## src/rtl/f1_start_ctrl.sv

```systemverilog
// F1 start-light timing controller: paces the light build-up, holds all lights
// for a pseudo-random number of ticks, then measures the driver's reaction time.
module f1_start_ctrl #(
    parameter int         TICK_CYCLES = 48,
    parameter logic [6:0] LFSR_SEED   = 7'h01
) (
    input  logic        clk,
    input  logic        rst,
    input  logic        trigger,
    input  logic        react,
    input  logic [7:0]  lights_in,
    output logic        en,
    output logic        busy,
    output logic [15:0] reaction_time,
    output logic        time_valid,
    output logic        false_start
);

    localparam int            CW       = (TICK_CYCLES > 1) ? $clog2(TICK_CYCLES) : 1;
    localparam logic [CW-1:0] TICK_MAX = CW'(TICK_CYCLES - 1);

    typedef enum logic [1:0] {
        IDLE   = 2'd0,
        BUILD  = 2'd1,
        HOLD   = 2'd2,
        TIMING = 2'd3
    } state_t;

    state_t         state_q, state_d;
    logic [CW-1:0]  tick_cnt_q, tick_cnt_d;
    logic [6:0]     delay_cnt_q, delay_cnt_d;
    logic [15:0]    react_cnt_q, react_cnt_d;
    logic [6:0]     lfsr_q, lfsr_d;
    logic [15:0]    reaction_time_q, reaction_time_d;
    logic           time_valid_q, time_valid_d;
    logic           false_start_q, false_start_d;
    logic           tick;

    assign tick = (tick_cnt_q == TICK_MAX);

    always_ff @(posedge clk or posedge rst) begin
        if (rst) begin
            state_q         <= IDLE;
            tick_cnt_q      <= '0;
            delay_cnt_q     <= '0;
            react_cnt_q     <= '0;
            lfsr_q          <= LFSR_SEED;
            reaction_time_q <= '0;
            time_valid_q    <= 1'b0;
            false_start_q   <= 1'b0;
        end else begin
            state_q         <= state_d;
            tick_cnt_q      <= tick_cnt_d;
            delay_cnt_q     <= delay_cnt_d;
            react_cnt_q     <= react_cnt_d;
            lfsr_q          <= lfsr_d;
            reaction_time_q <= reaction_time_d;
            time_valid_q    <= time_valid_d;
            false_start_q   <= false_start_d;
        end
    end

    always_comb begin
        state_d         = state_q;
        tick_cnt_d      = tick ? '0 : tick_cnt_q + 1'b1;
        delay_cnt_d     = delay_cnt_q;
        react_cnt_d     = react_cnt_q;
        // x^7 + x^6 + 1, free-running so the hold length depends on trigger timing
        lfsr_d          = {lfsr_q[5:0], lfsr_q[6] ^ lfsr_q[5]};
        reaction_time_d = reaction_time_q;
        time_valid_d    = 1'b0;
        false_start_d   = false_start_q;
        en              = 1'b0;

        case (state_q)
            IDLE: begin
                tick_cnt_d = '0;
                if (trigger) begin
                    state_d       = BUILD;
                    false_start_d = 1'b0;
                end
            end

            BUILD: begin
                if (react) begin
                    false_start_d = 1'b1;
                end
                if (tick) begin
                    if (lights_in == 8'hFF) begin
                        state_d     = HOLD;
                        delay_cnt_d = lfsr_q;
                    end else begin
                        en = 1'b1;
                    end
                end
            end

            HOLD: begin
                if (react) begin
                    false_start_d = 1'b1;
                end
                if (tick) begin
                    if (delay_cnt_q > 7'd1) begin
                        delay_cnt_d = delay_cnt_q - 7'd1;
                    end else begin
                        // lights out: the sequencer wraps S8 -> S0 on this strobe
                        en          = 1'b1;
                        state_d     = TIMING;
                        react_cnt_d = '0;
                    end
                end
            end

            TIMING: begin
                if (react) begin
                    reaction_time_d = react_cnt_q;
                    time_valid_d    = 1'b1;
                    state_d         = IDLE;
                end else if (react_cnt_q != 16'hFFFF) begin
                    react_cnt_d = react_cnt_q + 16'd1;
                end
            end

            default: begin
                state_d = IDLE;
            end
        endcase
    end

    assign busy          = (state_q != IDLE);
    assign reaction_time = reaction_time_q;
    assign time_valid    = time_valid_q;
    assign false_start   = false_start_q;

endmodule

```

## config.mk

```make
export PLATFORM = sky130hd
export DESIGN_NAME = f1_start_ctrl
export DESIGN_NICKNAME = d
export VERILOG_FILES = /design/src/rtl/f1_start_ctrl.sv
export SDC_FILE = /design/constraint.sdc
export NUM_CORES = 1
export LEC_CHECK = 0
export CELL_PAD_IN_SITES_DETAIL_PLACEMENT = 1
export CELL_PAD_IN_SITES_GLOBAL_PLACEMENT = 1
export CORE_ASPECT_RATIO = 0.75
export CORE_UTILIZATION = 35
export DETAILED_ROUTE_END_ITERATION = 8
export PLACE_DENSITY = 0.73
export SYNTH_ARGS = -nofsm -noshare
export SYNTH_HDL_FRONTEND = slang
export SYNTH_SLANG_ARGS = --single-unit
```

## constraint.sdc

```tcl
create_clock -name clk -period 2.3 [get_ports clk]
set_input_delay 0.575 -clock clk [delete_from_list [all_inputs] [get_ports clk]]
set_output_delay 0.575 -clock clk [all_outputs]
set_load 0.01 [all_outputs]
```

== Yosys cells after proc, flatten, opt, wreduce, memory -nomap -nowiden ==
Cells that the tools add are included.
Widths: inputs -> output; s select.

* $add $sub $neg: 3
* Multiply operators: 0
* Divide/modulo/power cells: 0
* $lt $le $gt $ge: 1
* Eq/ne operators: 16
* Shifts and indexed selects: 0
* Multiplexer cells: 29
* Bitwise operators: 1
* Reduce and logical (&&, ||, !) cells: 11

{| class="wikitable"
|+ Operators by type and width
! cell !! count
|-
| $mux 16 || 4
|-
| $pmux 16 s2 || 1
|-
| $mux 7 || 4
|-
| $ne 2x2->1 const B || 9
|-
| $add 16x1->16 const B || 1
|-
| $ne 16x16->1 const B || 1
|-
| $pmux 7 s2 || 1
|-
| $mux 2 || 6
|-
| $mux 6 || 2
|-
| $reduce_and 5->1 || 2
|-
| $eq 8x8->1 const B || 1
|-
| $mux 1 || 8
|-
| $pmux 2 s4 || 1
|-
| $reduce_bool 2->1 || 4
|-
| $gt 7x1->1 const B || 1
|-
| $sub 7x1->7 const B || 1
|-
| $add 6x1->6 const B || 1
|-
| $eq 6x6->1 const B || 1
|-
| $reduce_and 6->1 || 1
|-
| $eq 2x2->1 const B || 2
|-
| $pmux 1 s2 || 2
|-
| $reduce_and 3->1 || 1
|-
| $eq 2x1->1 const B || 1
|-
| $logic_not 2->1 || 1
|-
| 4 further kinds || 4
|}

* Bits in registers: 56
* Latch bits: 0
* Bits in writable memories: 0
* Memory bits (read-only): 0
* Input port bits: 12
* Logic and storage cells: 69
* Memories kept: 0

== Longest topological paths before layout ==
Gate-level depths: netlist (run 1).

* Word-level depth: 4
* Gate-level depth with buffers: 9

== Worst setup path before layout (run 1) ==
Ideal clock, no wire load.

* Kind: reg-to-output
* Start point: register state_q[0]
* End point: output port en
* Arrival time: 1,350 ps
* Path slack: 375 ps
* Stages on the path, launching flop included: 7
* Buffers on the path: 1
* Cells stage by stage: dfrtp_1 inv_1 ha_1 clkbuf_1 nand4b_1 o21ai_0 and3_1

* Longest elaborated chain between the ends: 2

{| class="wikitable"
|+ Ends and longest elaborated chain
! item !! RTL line !! RTL
|-
| start, declared || 29 || <nowiki>state_t state_q, state_d;</nowiki>
|-
| start signal, assigned || 52 || <nowiki>state_q <= state_d;</nowiki>
|-
| $eq 2x2->1 / $eq 2x1->1 (equally long branches) || 75 || <nowiki>case (state_q)</nowiki>
|-
| $pmux 1 s2 * || 75 ||
|-
| end, declared || 12 || <nowiki>output logic en,</nowiki>
|}

Mark *: on every way between the ends. The rest lies on a longest branch, timed or not.

== Final worst setup path (run 1) ==
* Start point: register tick_cnt_q[0]
* End point: output port en

* Longest elaborated chain between the ends: 3

{| class="wikitable"
|+ Ends and longest elaborated chain
! item !! RTL line !! RTL
|-
| start, declared || 30 || <nowiki>logic [CW-1:0] tick_cnt_q, tick_cnt_d;</nowiki>
|-
| start signal, assigned || 53 || <nowiki>tick_cnt_q <= tick_cnt_d;</nowiki>
|-
| $eq 6x6->1 * || 39 || <nowiki>assign tick = (tick_cnt_q == TICK_MAX);</nowiki>
|-
| $mux 1 (on tied branches) || 102, 88 ||
|-
| $pmux 1 s2 * || 75 ||
|}

Marked as above.

==> results.txt, run 1 <==
Routability congestion estimate -> 0.8046
Sequential share of the synthesized area -> 49.08%
FP Rows -> 28
Maximum VDD drop -> 0.2009 mV
Min Clock Period, post-route -> 2.186 ns
Ant diodes -> 0
Leak -> 1.675 nW
# Max-Cap Violations -> 0
Clk sink count -> 56
Fmax -> 0.4575 GHz
WL final -> 7718 µm
Synth area leader -> dfrtp_1
Slew @ Worst Pin -> 0.5263 ns
Total clock buffers created by CTS -> 5
CTS root buf -> clkbuf_8
ANT nets after route -> 0
Maximum root-to-sink buffer count -> 2
Placed cell areas -> 3451 µm²
Distinct cells, synth -> 54
Hold depth -> 0
CP required -> 1.73 ns
FF-to-FF path depth -> 9
CTS clk-pin slew, worst paths -> 0.10 ns
Finish-stage setup viols -> 0
Pwr/cell area -> 437.3 nW/µm²
Worst r2r src -> state_q[0]
Layout area overhead -> 28.81%
Slowest stage delay, CP -> 0.41 ns
Largest net degree at the start of global routing -> 57
Final Core Density -> 46.49%
Layout cells sized above 1 -> 24.92%
Slowest cell on the critical path -> dfrtp_1
Synth Cell Area -> 2858 µm²
DR iter-0 viols -> 123
Hold-fix buffers, CTS -> 0
Outcome -> finished, final reports clean
Gr usage total -> 18.88%
Top cell type's share of synthesized area -> 48.16%
Congestion Overflow GR -> 0
Multi-input logic area -> 1409 µm²
Syn. warnings -> 0
H-Tree Depth -> 2
Worst path cell trace -> ha_2, nand3_2, nor3b_4, and3_1, buf_2
Vias in the first global route -> 2419
RSZ-0062 raised after global routing -> yes
Total Power -> 0.001610 W
Post-synth top flop -> dfrtp_1
DR vias -> 2384
Drt via density -> 5.493
RR Endpoint -> react_cnt_q[15]
FF+latch area -> 1404 µm²
Die Height -> 80.26 µm
Clock skew -> 0.009845 ns
First-pass iteration count of the detailed router -> 4
Global-route wire length before repair -> 12340 µm
Mapped Nets -> 288
Crit path DAT -> 1.61 ns
Post-synth EDFFs -> 0
I/O pin cnt -> 32
Synthesis-stage register bit count -> 56
Routed WL per cell -> 17.78 µm
# DRC -> 0
Worst R2R Setup Slack -> 0.20 ns
Finished layout cell area -> 3681 µm²
CTS tree -> done
Commonest non-fill, non-tap cell in the layout -> dfrtp_1
Max-slew headroom -> 64.78%
Most frequent cells in the layout -> dfrtp_1 (54), buf_4 (30), clkdlybuf4s50_1 (21), nand2_1 (17), o21ai_1 (17)
CP Capture Type -> primary output
Crit share post-route -> 95.03%
Slew Limit Fails -> 0
Final Hold Viols -> 0
Total die area -> 8534 µm²
Post-Syn Instances -> 267
Hold Crit Start -> lfsr_q[1]
Syn_area_per_cell -> 10.70 µm²
Core area -> 7918 µm²
Fillcell total -> 895
Hold Crit Class -> reg -> reg
Initial core utilization -> 36.09%
Layout net count -> 349
Worst hold endpoint -> lfsr_q[2]
Crit start category -> flop
Die Width -> 106.3 µm
Main area contributors after synthesis -> dfrtp_1 (48%), mux2_2 (6.3%), ha_1 (3.9%), o31ai_1 (3.9%), o21ai_1 (2.6%)
DP HPWL -> 5379 µm
Initial antenna violation count -> 0
Clock Latency Late Sink -> 0.33 ns
Max FO, Critical Path -> 3
Async SR Flop Fraction -> 100.0%
CP Class -> reg -> out
IO Port Bufs -> 31
==> worst max path at each step <==
stage	start	end
floorplan	rst	delay_cnt_q[0]
global placement	lights_in[6]	en
detailed placement	lights_in[6]	en
CTS	lights_in[0]	en
global route	delay_cnt_q[2]	en
finish	tick_cnt_q[0]	en
==> per-stage QoR <==
| stage | setup WS [ns] | hold WS, ns | setup TNS [ns] | cells |
|---|---|---|---|---|
| after global placement | -0.2835 | 0.3620 | -0.2835 | 418 |
| after global routing | -0.04736 | 0.3925 | -0.04736 | 434 |
| after detailed placement | -0.4312 | 0.3586 | -0.7072 | 418 |
| after floorplan | 0.3554 | 0.3488 | 0 | 267 |
| after CTS | -0.03146 | 0.3897 | -0.04611 | 429 |
| final | 0.1144 | 0.3865 | 0 | 434 |
==> per-layer routing <==
layer,vias up,part of all wire [%],GRT usage [%]
met5,-,0,0
met4,0,1.4,6.667
met3,11,3.9,3.490
met2,46,44,30.32
met1,1201,50,25.52
li1,1126,-,-
==> where the power goes <==
part	internal [W]	switching, W	leakage [nW]	total, W
logic	0.0000308	0.0000378	0.880	0.0000686
registers	0.000985	0.000000947	0.747	0.000986
clock network	0.000213	0.000342	0.0479	0.000555
==> worst max-delay path, delay by kind of cell (launching register included) <==
family / cells / cell delay [ns]
buffers and inverters: 1 / 0.12
adders and majority gates: 1 / 0.22
and+or+nand+nor: 3 / 0.53
DFF: 1 / 0.41
==> synth_stat cells (all sizes together) (3+ instances only) <==
master	count
a211oi	3
a21oi	11
and3	3
buf	5
clkbuf	5
dfrtp	55
ha	9
inv	11
mux2	17
mux2i	3
nand2	18
nand3	15
nand4	9
nor2	12
nor3	8
nor4	3
o21ai	27
o22ai	6
o31ai	15
==> cell families after synthesis <==
family / share of synthesized area, %
simple gates: 16.24
compound gates: 18.17
xor+xnor: 1.226
fa+ha+maj: 3.941
buf+inv: 3.590
mux: 7.749
flops: 49.08
==> cell type report <==
class | count | area share [%]
clock inverter | 3 | 0.5099
inverter | 11 | 1.122
timing repair buffer | 64 | 16.52
clock buffer | 5 | 1.869
multi-input combinational | 190 | 38.27
sequential | 56 | 38.14
tap | 105 | 3.569
==> sequential cells by signal, summed over array words and instances, names as in the netlist <==
| name | flops |
|---|---|
| delay_cnt_q | 7 |
| false_start | 1 |
| lfsr_q | 7 |
| react_cnt_q | 16 |
| reaction_time | 16 |
| state_q | 2 |
| tick_cnt_q | 6 |
| time_valid | 1 |
==> what timing repair did <==
action,in CTS,in global routing
setup buffers,3,5
pin swaps,3,6
endpoints found under the setup margin,3,23
resized for setup,10,23
Power figures use the tool's default switching activity.
==> inputs of run 2 (changes only) <==
--- a/config.mk
+++ b/config.mk
@@ -9,7 +9,9 @@
 export CELL_PAD_IN_SITES_GLOBAL_PLACEMENT = 1
 export CORE_ASPECT_RATIO = 0.75
 export CORE_UTILIZATION = 35
+export CTS_CLUSTER_DIAMETER = 200
 export DETAILED_ROUTE_END_ITERATION = 8
+export GPL_TIMING_DRIVEN = 0
 export PLACE_DENSITY = 0.73
 export SYNTH_ARGS = -nofsm -noshare
 export SYNTH_HDL_FRONTEND = slang
==> run 2 against run 1 <==
Compared with the run above: combinational power down 5.8%; clock power up 4.9%; first-iteration DRC count down 2.4%; fmax fell by 2.3%; clock skew decreased by 0.0030 ns; sequential power barely moved; cell area decreased by 1.2%; critical endpoint unchanged; largest power group unchanged.
==> results.txt, run 2 (synthesis gave the netlist of run 1 again) <==
Outcome -> finished, final reports clean (unchanged)
Worst path cell trace -> ha_1, o21bai_2, nand4b_1, o21ai_1, and3_1, buf_2 (was ha_2, nand3_2, nor3b_4, and3_1, buf_2)
Congestion Overflow GR -> 0 (unchanged)
Clock skew -> 0.006832 ns (was 0.009845 ns)
Largest net degree at the start of global routing -> 43 (was 57)
Crit path DAT -> 1.66 ns (was 1.61 ns)
Finish-stage setup viols -> 0 (unchanged)
Routability congestion estimate -> 0.8195 (was 0.8046)
Fmax -> 0.4468 GHz (was 0.4575 GHz)
H-Tree Depth -> 2 (unchanged)
CP required -> 1.73 ns (about the same)
WL final -> 7547 µm (was 7718 µm)
First-pass iteration count of the detailed router -> 4 (unchanged)
Layout net count -> 344 (was 349)
# Max-Cap Violations -> 0 (unchanged)
Crit share post-route -> 97.31% (was 95.03%)
Maximum VDD drop -> 0.2376 mV (was 0.2009 mV)
Clk sink count -> 56 (unchanged)
Finished Layout Cells -> 429 (was 434)
Hold Crit Class -> reg -> reg (unchanged)
CTS tree -> done (unchanged)
Die Height -> 80.26 µm (unchanged)
Fillcell total -> 903 (was 895)
CTS root buf -> clkbuf_8 (unchanged)
Slew Limit Fails -> 0 (unchanged)
Layout cells sized above 1 -> 23.77% (was 24.92%)
FP Rows -> 28 (unchanged)
Min Clock Period, post-route -> 2.238 ns (was 2.186 ns)
Total die area -> 8534 µm² (unchanged)
Total Power -> 0.001633 W (was 0.001610 W)
Maximum root-to-sink buffer count -> 2 (unchanged)
RSZ-0062 raised after global routing -> yes (unchanged)
Final Hold Viols -> 0 (unchanged)
Slowest cell on the critical path -> dfrtp_2 (was dfrtp_1)
CP Capture Type -> primary output (unchanged)
Initial antenna violation count -> 0 (unchanged)
Most frequent cells in the layout -> dfrtp_1 (52), clkdlybuf4s50_1 (21), buf_4 (18), o21ai_1 (17), mux2_2 (16) (was dfrtp_1 (54), buf_4 (30), clkdlybuf4s50_1 (21), nand2_1 (17), o21ai_1 (17))
Max FO, Critical Path -> 4 (was 3)
Max-slew headroom -> 57.20% (was 64.78%)
Drt via density -> 5.497 (was 5.493)
I/O pin cnt -> 32 (unchanged)
Hold-fix buffers, CTS -> 0 (unchanged)
Final worst setup slack -> 0.06188 ns (was 0.1144 ns)
Gr usage total -> 18.62% (was 18.88%)
Worst R2R Setup Slack -> 0.12 ns (was 0.20 ns)
DR iter-0 viols -> 120 (was 123)
Clock Latency Late Sink -> 0.32 ns (was 0.33 ns)
Ant diodes -> 0 (unchanged)
Layout area overhead -> 27.32% (was 28.81%)
Die Width -> 106.3 µm (unchanged)
Slowest stage delay, CP -> 0.44 ns (was 0.41 ns)
Pre-CTS setup slack -> -0.3463 ns (was -0.4312 ns)
CTS clk-pin slew, worst paths -> 0.10 ns (about the same)
Vias in the first global route -> 2328 (was 2419)
Global-route wire length before repair -> 12330 µm (was 12340 µm)
Leak -> 1.642 nW (was 1.675 nW)
Routed WL per cell -> 17.59 µm (was 17.78 µm)
DP HPWL -> 5084 µm (was 5379 µm)
Total clock buffers created by CTS -> 5 (unchanged)
ANT nets after route -> 0 (unchanged)
Crit start category -> flop (unchanged)
DR vias -> 2358 (was 2384)
Pwr/cell area -> 448.8 nW/µm² (was 437.3 nW/µm²)
Slew @ Worst Pin -> 0.6362 ns (was 0.5263 ns)
Initial core utilization -> 36.09% (unchanged)
Core area -> 7918 µm² (unchanged)
CP Class -> reg -> out (unchanged)
Placed Cells -> 404 (was 418)
IO Port Bufs -> 31 (unchanged)
# DRC -> 0 (unchanged)
Commonest non-fill, non-tap cell in the layout -> dfrtp_1 (unchanged)
[run 2: cell types whose count changed in the layout (fill, tap and decap cells not counted), sizes merged]
cell,delta
inv,+1
buf,-10
clkbuf,+6
clkinv,-2
[run 2: repair_timing]
action | CTS | global route
endpoints found under the setup margin | 2 | 23
buffers inserted | 12 | 8
pin swaps | 3 | 8
gates resized for setup | 14 | 24
[run 2: cell type report]
cell class	instances	area, µm²	area share, %
well taps	105	131.4	3.611
repair buffers	50	483.0	13.27
flip-flops and latches	56	1406	38.65
inverters	11	41.29	1.135
plain buffers	9	70.07	1.926
multi-input cells	190	1410	38.76
clock buffers	6	82.58	2.270
clock inverters	2	13.76	0.3783
[run 2: report_power, final]
part / leakage, nW / internal, W / switching [W]
clock network: 0.0516 / 0.000247 / 0.000335
registers: 0.744 / 0.000985 / 0.00000111
logic: 0.846 / 0.0000281 / 0.0000365
total: 1.64 / 0.00126 / 0.000373
[run 2: worst paths after layout]
path | endpoint | cells past startpoint | start
min in group asynchronous | reaction_time[3] | 2 | rst
min | lfsr_q[2] | 0 | lfsr_q[1]
min reg2reg | lfsr_q[2] | 0 | lfsr_q[1]
max reg2reg | react_cnt_q[9] | 6 | react_cnt_q[0]
max | en | 6 | delay_cnt_q[0]
max in group asynchronous | lfsr_q[0] | 3 | rst
[run 2: through the flow]
stage | util, % | setup TNS [ns] | hold slack [ns] | instance area (µm²)
floorplan | - | 0 | 0.3488 | 2858
finish | 45.95 | 0 | 0.4039 | 3638
global route | 45.95 | -0.08931 | 0.4248 | 3638
CTS | 44.58 | 0 | 0.4060 | 3530
global placement | 41.67 | -46.10 | 0.3769 | 3299
detailed placement | 41.92 | -7.406 | 0.3727 | 3319
[run 2: critical path, delay by kind of cell (launching register included)]
| kind | cells | cell delay (ns) |
|---|---|---|
| AOI/OAI and AO/OA | 2 | 0.29 |
| and+or+nand+nor | 2 | 0.28 |
| buffers and inverters | 1 | 0.14 |
| adders and majority gates | 1 | 0.20 |
| DFF | 1 | 0.44 |
[run 2: per-layer routing]
layer	part of all wire, %	global-route usage (%)	vias to the layer above
met5	0	0	-
met4	0.85	3.750	0
met3	3.3	2.435	8
met2	44	27.53	42
met1	52	28.64	1197
li1	-	-	1111
==> inputs of run 3 (changes only) <==
--- a/config.mk
+++ b/config.mk
@@ -8,11 +8,11 @@
 export CELL_PAD_IN_SITES_DETAIL_PLACEMENT = 1
 export CELL_PAD_IN_SITES_GLOBAL_PLACEMENT = 1
 export CORE_ASPECT_RATIO = 0.75
-export CORE_UTILIZATION = 35
+export CORE_UTILIZATION = 44
 export CTS_CLUSTER_DIAMETER = 200
 export DETAILED_ROUTE_END_ITERATION = 8
 export GPL_TIMING_DRIVEN = 0
-export PLACE_DENSITY = 0.73
+export PLACE_DENSITY = 0.87
 export SYNTH_ARGS = -nofsm -noshare
 export SYNTH_HDL_FRONTEND = slang
 export SYNTH_SLANG_ARGS = --single-unit
==> run 3 against run 2 <==
Compared with the run above: via count increased by 2.2%; sequential share of layout area increased by 1.0 points; clock skew rose by 0.0051 ns; combinational power up 3.4%; non-clock buffer count fell by 8; global-route usage rose by 5.5 points; die area is 20% lower; clock power grew 12%; largest cell class unchanged.
==> results.txt, run 3 (synthesis gave the netlist of run 1 again) <==
Outcome -> finished, final reports clean (unchanged)
Worst setup path start -> lights_in[4] (was delay_cnt_q[0])
Initial antenna violation count -> 0 (unchanged)
Hold-fix buffers, CTS -> 0 (unchanged)
Total die area -> 6825 µm² (was 8534 µm²)
FF+latch area -> 1403 µm² (was 1406 µm²)
Crit path depth -> 6 (unchanged)
First-pass iteration count of the detailed router -> 4 (unchanged)
Slew Limit Fails -> 0 (unchanged)
Largest net degree at the start of global routing -> 41 (was 43)
WL final -> 7756 µm (was 7547 µm)
Crit share post-route -> 99.03% (was 97.31%)
Vias in the first global route -> 2367 (was 2328)
Total clock buffers created by CTS -> 5 (unchanged)
H-Tree Depth -> 2 (unchanged)
TNS Setup -> 0 ns (unchanged)
Leak -> 1.548 nW (was 1.642 nW)
Hold Crit Class -> reg -> reg (unchanged)
CP top delay family -> buffers and inverters (was flip-flops)
CTS tree -> done (unchanged)
Global-route wire length before repair -> 12410 µm (was 12330 µm)
Finish-stage setup viols -> 0 (unchanged)
Gr usage total -> 24.14% (was 18.62%)
Pre-CTS setup slack -> -0.3658 ns (was -0.3463 ns)
Congestion Overflow GR -> 0 (unchanged)
Crit start category -> input pin (was flop)
Min Clock Period, post-route -> 2.278 ns (was 2.238 ns)
Finished Layout Cells -> 397 (was 429)
Fmax -> 0.4391 GHz (was 0.4468 GHz)
Drt via density -> 6.071 (was 5.497)
# Max-Cap Violations -> 0 (unchanged)
Layout area overhead -> 23.69% (was 27.32%)
DP HPWL -> 5308 µm (was 5084 µm)
RSZ-0062 raised after global routing -> yes (unchanged)
Worst setup endpoint -> en (unchanged)
ANT nets after route -> 0 (unchanged)
Die Width -> 95.06 µm (was 106.3 µm)
I/O pin cnt -> 32 (unchanged)
Commonest non-fill, non-tap cell in the layout -> dfrtp_1 (unchanged)
Max FO, Critical Path -> 2 (was 4)
Fillcell total -> 674 (was 903)
Slowest stage delay, CP -> 0.46 ns (was 0.44 ns)
Clk sink count -> 56 (unchanged)
FF-to-FF path depth -> 8 (was 6)
Initial core utilization -> 45.45% (was 36.09%)
Die Height -> 71.80 µm (was 80.26 µm)
DR iter-0 viols -> 167 (was 120)
Clock skew -> 0.01195 ns (was 0.006832 ns)
CP Class -> in -> out (was reg -> out)
Multi-input logic area -> 1404 µm² (was 1410 µm²)
Worst path cell trace -> clkdlybuf4s50_1, nand4_1, nor2_1, o21ai_1, and3_1, buf_2 (was ha_1, o21bai_2, nand4b_1, o21ai_1, and3_1, buf_2)
Layout cells sized above 1 -> 20.25% (was 23.77%)
Worst r2r src -> state_q[1] (was react_cnt_q[0])
Maximum VDD drop -> 0.2647 mV (was 0.2376 mV)
Routability congestion estimate -> 0.8742 (was 0.8195)
RR Endpoint -> react_cnt_q[9] (unchanged)
Ant diodes -> 0 (unchanged)
DR vias -> 2410 (was 2358)
Layout net count -> 336 (was 344)
# DRC -> 0 (unchanged)
CTS clk-pin slew, worst paths -> 0.10 ns (about the same)
Routed WL per cell -> 19.54 µm (was 17.59 µm)
IO Port Bufs -> 31 (unchanged)
Slew @ Worst Pin -> 0.6514 ns (was 0.6362 ns)
Pwr/cell area -> 482.0 nW/µm² (was 448.8 nW/µm²)
CP required -> 1.73 ns (about the same)
Hold Crit Start -> lfsr_q[4] (was lfsr_q[1])
Worst R2R Setup Slack -> 0.07 ns (was 0.12 ns)
Crit path DAT -> 1.70 ns (was 1.66 ns)
CTS root buf -> clkbuf_8 (unchanged)
Worst path bufs/invs -> 2 (was 1)
Clock Latency Late Sink -> 0.31 ns (was 0.32 ns)
Placed Cells -> 380 (was 404)
Slowest cell on the critical path -> clkdlybuf4s50_1 (was dfrtp_2)
Core area -> 6287 µm² (was 7918 µm²)
CP Capture Type -> primary output (unchanged)
FP Rows -> 25 (was 28)
Most frequent cells in the layout -> dfrtp_1 (55), clkdlybuf4s50_1 (29), mux2_2 (16), o21ai_1 (16), nand2_1 (16) (was dfrtp_1 (52), clkdlybuf4s50_1 (21), buf_4 (18), o21ai_1 (17), mux2_2 (16))
Maximum root-to-sink buffer count -> 2 (unchanged)
Final Hold Viols -> 0 (unchanged)
Max-slew headroom -> 56.17% (was 57.20%)
Final worst setup slack -> 0.02239 ns (was 0.06188 ns)
run 3: cell types whose count changed in the layout (fill, tap and decap cells not counted), sizes merged:
cell           before  now
buf                24   18
bufinv              0    1
clkbuf             11    9
clkdlybuf4s50      21   29
dlymetal6s2s        9    1
inv                12   11
run 3: worst register-to-register path: cells and delay by family (launching register included):
family	cells	cell delay (ns)
AOI/OAI and AO/OA	3	0.53
adders and majority gates	1	0.23
buffers and inverters	4	0.89
DFF	1	0.45
run 3: worst min-delay path by stage:
stage | endpoint | cells after the start
2_1_floorplan | lfsr_q[2] | 0
3_3_place_gp | lfsr_q[4] | 0
3_5_place_dp | lfsr_q[5] | 0
4_1_cts | lfsr_q[5] | 0
5_1_grt | lfsr_q[5] | 0
6_report | lfsr_q[5] | 0
run 3: repair_timing:
item,4_1_cts,5_1_grt
pin swaps,4,5
setup buffers,5,5
resized for setup,15,14
setup endpoints to repair,8,24
run 3: layer usage:
metal	wire (µm)	up-vias	global-route usage, %	part of all wire (%)
li1	-	1099	-	-
met4	109	0	7.407	1.4
met2	3605	61	35.56	46
met1	3717	1238	35.01	48
met5	0	-	0	0
met3	324	12	5.839	4.2
run 3: area by class of cell:
| class | count | area share, % |
|---|---|---|
| Multi-Input combinational cell | 190 | 39.72 |
| Timing Repair Buffer | 42 | 11.40 |
| Sequential cell | 56 | 39.68 |
| Tap cell | 81 | 2.867 |
| Clock inverter | 2 | 0.9912 |
| Buffer | 9 | 2.124 |
| Inverter | 11 | 1.168 |
| Clock buffer | 6 | 2.053 |
run 3: per-stage QoR:
| stage | total power (W) | instance area (µm²) | hold slack, ns | utilization (%) |
|---|---|---|---|---|
| after floorplan | 0.001033 | 2858 | 0.3488 | - |
| after global placement | 0.001063 | 3269 | 0.3655 | 52.00 |
| after detailed placement | 0.001070 | 3289 | 0.3763 | 52.32 |
| after CTS | 0.001722 | 3460 | 0.4008 | 55.02 |
| after global routing | 0.001768 | 3535 | 0.4162 | 56.22 |
| final | 0.001704 | 3535 | 0.3977 | 56.22 |
run 3: where the power goes:
group | total (W) | switching, W | internal [W]
Combinational | 0.0000668 | 0.0000370 | 0.0000298
Sequential | 0.000986 | 0.00000113 | 0.000985
Clock | 0.000651 | 0.000327 | 0.000324
Total | 0.00170 | 0.000365 | 0.00134
